==> config.mk <==
export PLATFORM = sky130hd
export DESIGN_NAME = asic_frame_responder
export DESIGN_NICKNAME = d
export VERILOG_FILES = /design/src/rtl/asic_frame_responder.sv
export SDC_FILE = /design/constraint.sdc
export NUM_CORES = 1
export LEC_CHECK = 0
export CORE_UTILIZATION = 59
export CTS_CLUSTER_DIAMETER = 150
export DETAILED_ROUTE_END_ITERATION = 6
export PLACE_DENSITY = 0.93
export REMOVE_ABC_BUFFERS = 1
export SLEW_MARGIN = 10
export SYNTH_ARGS = -nofsm -noshare
export SYNTH_HDL_FRONTEND = slang
export SYNTH_SLANG_ARGS = --single-unit
==> constraint.sdc <==
create_clock -name MCK -period 5.8 [get_ports MCK]
set_input_delay 1.45 -clock MCK [delete_from_list [all_inputs] [get_ports MCK]]
set_output_delay 1.45 -clock MCK [all_outputs]
set_load 0.05 [all_outputs]
==> src/rtl/asic_frame_responder.sv <==
// asic_frame_responder: a serial frame responder for an ASIC-side link.
// Receives FRAME_BITS-bit frames on DTX and returns a queued word (or
// IDLE_WORD) on DRX, both MSB first.
// Optional build macro FRAME_ECHO_EN adds an echo_en input. When it is set
// at frame load, the block transmits the last received frame instead of the
// queued word.
module asic_frame_responder #(
    parameter int          FRAME_BITS = 32,
    parameter logic [31:0] IDLE_WORD  = 32'h0000_0000
) (
    input  logic                  MCK,
    input  logic                  RST_N,
    input  logic                  DSYNC,
    input  logic                  DTX,
    output logic                  DRX,
    output logic [FRAME_BITS-1:0] rx_data,
    output logic                  rx_valid,
    input  logic [FRAME_BITS-1:0] tx_data,
    input  logic                  tx_valid,
    output logic                  tx_ready,
    output logic                  tx_underrun,
    output logic                  sync_err,
    output logic                  frame_active
`ifdef FRAME_ECHO_EN
    ,
    input  logic                  echo_en
`endif
);

    localparam int CW = $clog2(FRAME_BITS);
    localparam logic [CW-1:0] LAST_BIT = CW'(FRAME_BITS - 1);
    localparam logic [FRAME_BITS-1:0] IDLE_W = IDLE_WORD[FRAME_BITS-1:0];

    typedef enum logic {IDLE = 1'b0, SHIFT = 1'b1} state_t;

    state_t                  state_reg, state_next;
    logic [CW-1:0]           cnt_reg, cnt_next;
    logic [FRAME_BITS-1:0]   rx_shift_reg;
    logic [FRAME_BITS-1:0]   tx_shift_reg;
    logic [FRAME_BITS-1:0]   hold_reg;
    logic                    hold_full_reg;

    logic                    frame_load;
    logic                    frame_done;
    logic                    frame_abort;
    logic                    echo_sel;
    logic                    take_hold;
    logic                    underrun_next;
    logic [FRAME_BITS-1:0]   tx_word;

    assign tx_ready     = ~hold_full_reg;
    assign frame_active = (state_reg == SHIFT);

    // FSM state and bit counter registers
    always_ff @(posedge MCK or negedge RST_N) begin
        if (!RST_N) begin
            state_reg <= IDLE;
            cnt_reg   <= '0;
        end else begin
            state_reg <= state_next;
            cnt_reg   <= cnt_next;
        end
    end

    // Next-state logic and per-edge frame events (load / done / abort)
    always_comb begin
        state_next  = state_reg;
        cnt_next    = cnt_reg;
        frame_load  = 1'b0;
        frame_done  = 1'b0;
        frame_abort = 1'b0;
        case (state_reg)
            IDLE: begin
                if (DSYNC) begin
                    state_next = SHIFT;
                    cnt_next   = '0;
                    frame_load = 1'b1;
                end
            end
            SHIFT: begin
                if (cnt_reg == LAST_BIT) begin
                    // All bits are in; a DSYNC on this edge chains the next frame
                    frame_done = 1'b1;
                    cnt_next   = '0;
                    if (DSYNC) begin
                        frame_load = 1'b1;
                    end else begin
                        state_next = IDLE;
                    end
                end else if (DSYNC) begin
                    // Early DSYNC: drop the partial frame and realign here
                    frame_abort = 1'b1;
                    frame_load  = 1'b1;
                    cnt_next    = '0;
                end else begin
                    cnt_next = cnt_reg + 1'b1;
                end
            end
            default: state_next = IDLE;
        endcase
    end

    // Source selection for the word loaded at frame start
    always_comb begin
`ifdef FRAME_ECHO_EN
        echo_sel = echo_en;
`else
        echo_sel = 1'b0;
`endif
        take_hold     = frame_load & ~echo_sel & hold_full_reg;
        underrun_next = frame_load & ~echo_sel & ~hold_full_reg;
        if (echo_sel) begin
            tx_word = rx_data;
        end else if (hold_full_reg) begin
            tx_word = hold_reg;
        end else begin
            tx_word = IDLE_W;
        end
    end

    // Shift datapath, received-frame output, status pulses and TX holding register
    always_ff @(posedge MCK or negedge RST_N) begin
        if (!RST_N) begin
            DRX           <= 1'b0;
            rx_data       <= '0;
            rx_valid      <= 1'b0;
            tx_underrun   <= 1'b0;
            sync_err      <= 1'b0;
            rx_shift_reg  <= '0;
            tx_shift_reg  <= '0;
            hold_reg      <= '0;
            hold_full_reg <= 1'b0;
        end else begin
            rx_valid    <= frame_done;
            sync_err    <= frame_abort;
            tx_underrun <= underrun_next;
            if (frame_done) begin
                rx_data <= rx_shift_reg;
            end
            if (frame_load) begin
                rx_shift_reg <= {{(FRAME_BITS-1){1'b0}}, DTX};
                DRX          <= tx_word[FRAME_BITS-1];
                tx_shift_reg <= tx_word << 1;
            end else if (state_reg == SHIFT && !frame_done) begin
                rx_shift_reg <= {rx_shift_reg[FRAME_BITS-2:0], DTX};
                DRX          <= tx_shift_reg[FRAME_BITS-1];
                tx_shift_reg <= tx_shift_reg << 1;
            end else begin
                DRX <= 1'b0;
            end
            // A full register blocks tx_ready, so a handshake and a take never coincide
            if (take_hold) begin
                hold_full_reg <= 1'b0;
            end else if (tx_valid && tx_ready) begin
                hold_reg      <= tx_data;
                hold_full_reg <= 1'b1;
            end
        end
    end

endmodule

==> key figures <==
Cells and area
  • Fillers: around 560
  • Seq. cell area: 3450 um^2
  • Antenna fix cells: 0
  • Nets@finish: roughly 530
  • Design area: about 7000 um^2
  • Layout cells sized above 1: roughly a fifth
  • Multi-input gate area: 1890 um^2
  • Area delta synth->final: 24.0%

Route
  • Antenna-violating nets left: 0
  • Post-Route WL: between 10000 and 15000 um
  • DR vias: around 3600
  • Post-route DRC: 0
  • Mean number of vias per cell: between 5 and 6
  • Wire per inst: roughly 19 um
  • DRT iter0 DRCs: ~140
  • Pre-antenna DRT Iters: 5

Critical path
  • Crit. End Element: primary output
  • Critical Path RT: 4350 ps
  • Worst Setup Path Type: reg2out
  • Crit path DAT: roughly 1900 ps
  • Type of origin of the critical path: register
  • Crit path max fanout: 5

Yosys
  • Synth cell count leaders: 138 x dfrtp_1, 65 x mux2_2, 62 x a21oi_1, 33 x a22o_1, 32 x nor2b_1
  • Post-Syn Area: 5570 um^2
  • Post-synth top flop: dfrtp_1
  • Netlist cell types: 29
  • Syn avg cell area: approximately 13 um^2
  • Synthesis Warnings: 0
  • Count leader, synth: dfrtp_1
  • Cell accounting for the most synthesized area: dfrtp_1
  • Ys async rst share: 100%
  • Top cells by area, synth: dfrtp_1 62%, mux2_2 13%, a21oi_1 5.6%, a22o_1 5.2%, nor2b_1 3.6%
  • Sequential element share of the synthesized area: between 60 and 70%
  • EDFF count, synth: 0
  • Synth top area share: 62.0%
  • Syn Inst Count: about 420
  • Yosys reg bits: roughly 140

CTS
  • Clk sinks: around 140
  • H-tree lvl count: 4
  • CTS Buffer Depth: 2
  • Clock latency on the worst-skew pair: around 500 ps
  • CTS tree: done
  • Post-CTS setup buffers: 0
  • Clk root buf: clkbuf_8
  • Post-CTS Resized: 0
  • CTS Hold Bufs: 0
  • CTS clk-pin slew, worst paths: around 70 ps
  • TritonCTS Buffers: 17

Timing
  • Hold Vio Cnt, Final: 0
  • RSZ-0062 raised after global routing: no
  • Endpoints failing setup: 0
  • Worst clock skew: a little under 10 ps
  • Maximum clock rate: 300 MHz
  • Worst slew pin tran: ~1200 ps
  • Slew headroom: 18.5%
  • Max-slew violations: 0
  • Fin crit share: a little under three fifths
  • Setup TNS: 0 ps
  • Min Tclk post-route: between 3000 and 4000 ps

Power and ir drop
  • Design Power: between 2 and 2.5 mW
  • P_leak: 3.16 nW
  • Comb power frac: under 10%
  • Seq pwr share: 44.7%
  • Worst IR drop on VDD: 0.000227 V
  • PwrDens: ~360 nW/um^2
  • Clk network pwr share: approximately 47%
  • Switching part of the total power: between 20% and 30%
  • Switching pwr: 0.577 mW
  • Int Power: about 1.9 mW

GRT
  • GRT Total Usage: between 20% and 30%
  • Global-route wire length before repair: between 15000 and 20000 um
  • Pin count of the biggest net entering global routing: between 80 and 90
  • Vias in the first global route: 3806
  • Total gr overflow: 0
  • Antenna violations before repair: 0

Die
  • Cell Rows: 35
  • Core Footprint: 9200 um^2
  • Io pins: 75
  • DIE AREA: about 10000 um^2
  • Starting Density: roughly three fifths
  • Die height: 99.1 um
  • DIE WIDTH: about 99 um

Placed design
  • Port bufs: 74
  • Routability congestion estimate: 0.733
  • Post-DP HPWL: between 6000 and 7000 um
  • Area post-placement: about 6300 um^2

Outcome
  • Run status: finished, final reports clean

Job
  • Max-cap viol count: 0

Min path
  • HP Class: reg2reg
## layout by cell type (no fill, tap or decap), drive strengths merged, types with 2 or more instances in the layout
cell type and count:
o21bai 2, o21ai 2, a22o 33, dfrtp 138, and2 2, a21oi 62
inv 6, nor2 4, clkdlybuf4s50 72, nor2b 32, nand2b 2, mux2 65
nand3b 2, clkinvlp 4, clkbuf 19, a31oi 2, bufinv 5, nor3 30
buf 7, ha 3, nand2 3
## final timing paths
path                               startpoint              end  slack (ps)  cells past startpoint
worst min register to register     rx_data[1]       rx_data[1]         510                      1
max in group asynchronous               RST_N    hold_full_reg        3630                      2
worst min-delay path               rx_data[1]       rx_data[1]         510                      1
worst max-delay path            hold_full_reg         tx_ready        2470                      2
min in group asynchronous               RST_N         sync_err         960                      1
worst max register to register     cnt_reg[0]  rx_shift_reg[0]        3070                      6
## per-stage QoR
| stage | worst slack (ps) | hold slack (ps) | util [%] | instances |
|---|---|---|---|---|
| final | 2470 | 508 | 75.1 | 613 |
| after global routing | 2420 | 524 | 75.1 | 613 |
| after CTS | 2430 | 513 | 75.1 | 613 |
| after detailed placement | 2550 | 483 | 68.1 | 581 |
| after global placement | 2610 | 481 | 68.1 | 581 |
| after floorplan | 2340 | 458 | - | 391 |
## worst max-delay path: stages (launching register included)
cell	delay, ps
dfrtp_1	450
inv_1	110
clkdlybuf4s50_1	810
## metal layers
metal,vias to the layer above,global-route usage [%],part of all wire [%]
met5,-,0,0
met4,0,9.28,2.1
met3,20,7.73,5.7
met2,122,42.6,51
met1,1855,30.7,42
li1,1644,-,-
## cell families after synthesis
kind of cell,count (synthesis),share of synthesized area [%]
and+or+nand+nor,79,8.32
AOI/OAI and AO/OA,102,11.6
muxes,66,13.3
DFF,138,62.0
buffers and inverters,35,4.07
adders and majority gates,3,0.674
## layout make-up
type / instances / share of cell area (%)
clock buffers: 19 / 6.11
clock inverters: 13 / 3.12
inverters: 3 / 0.163
multi-input cells: 250 / 27.4
flip-flops and latches: 138 / 50.0
well taps: 111 / 2.01
repair buffers: 79 / 11.2
## power groups by stage
| stage | sequential, mW | clock, mW | combinational (mW) |
|---|---|---|---|
| 5_1_grt | 1.12 | 1.22 | 0.243 |
| 3_3_place_gp | 1.12 | 0 | 0.208 |
| 3_5_place_dp | 1.13 | 0 | 0.218 |
| 2_1_floorplan | 1.11 | 0 | 0.130 |
| 4_1_cts | 1.11 | 1.17 | 0.225 |
| 6_report | 1.11 | 1.16 | 0.221 |
No activity file was read; power rests on OpenSTA's default activity.
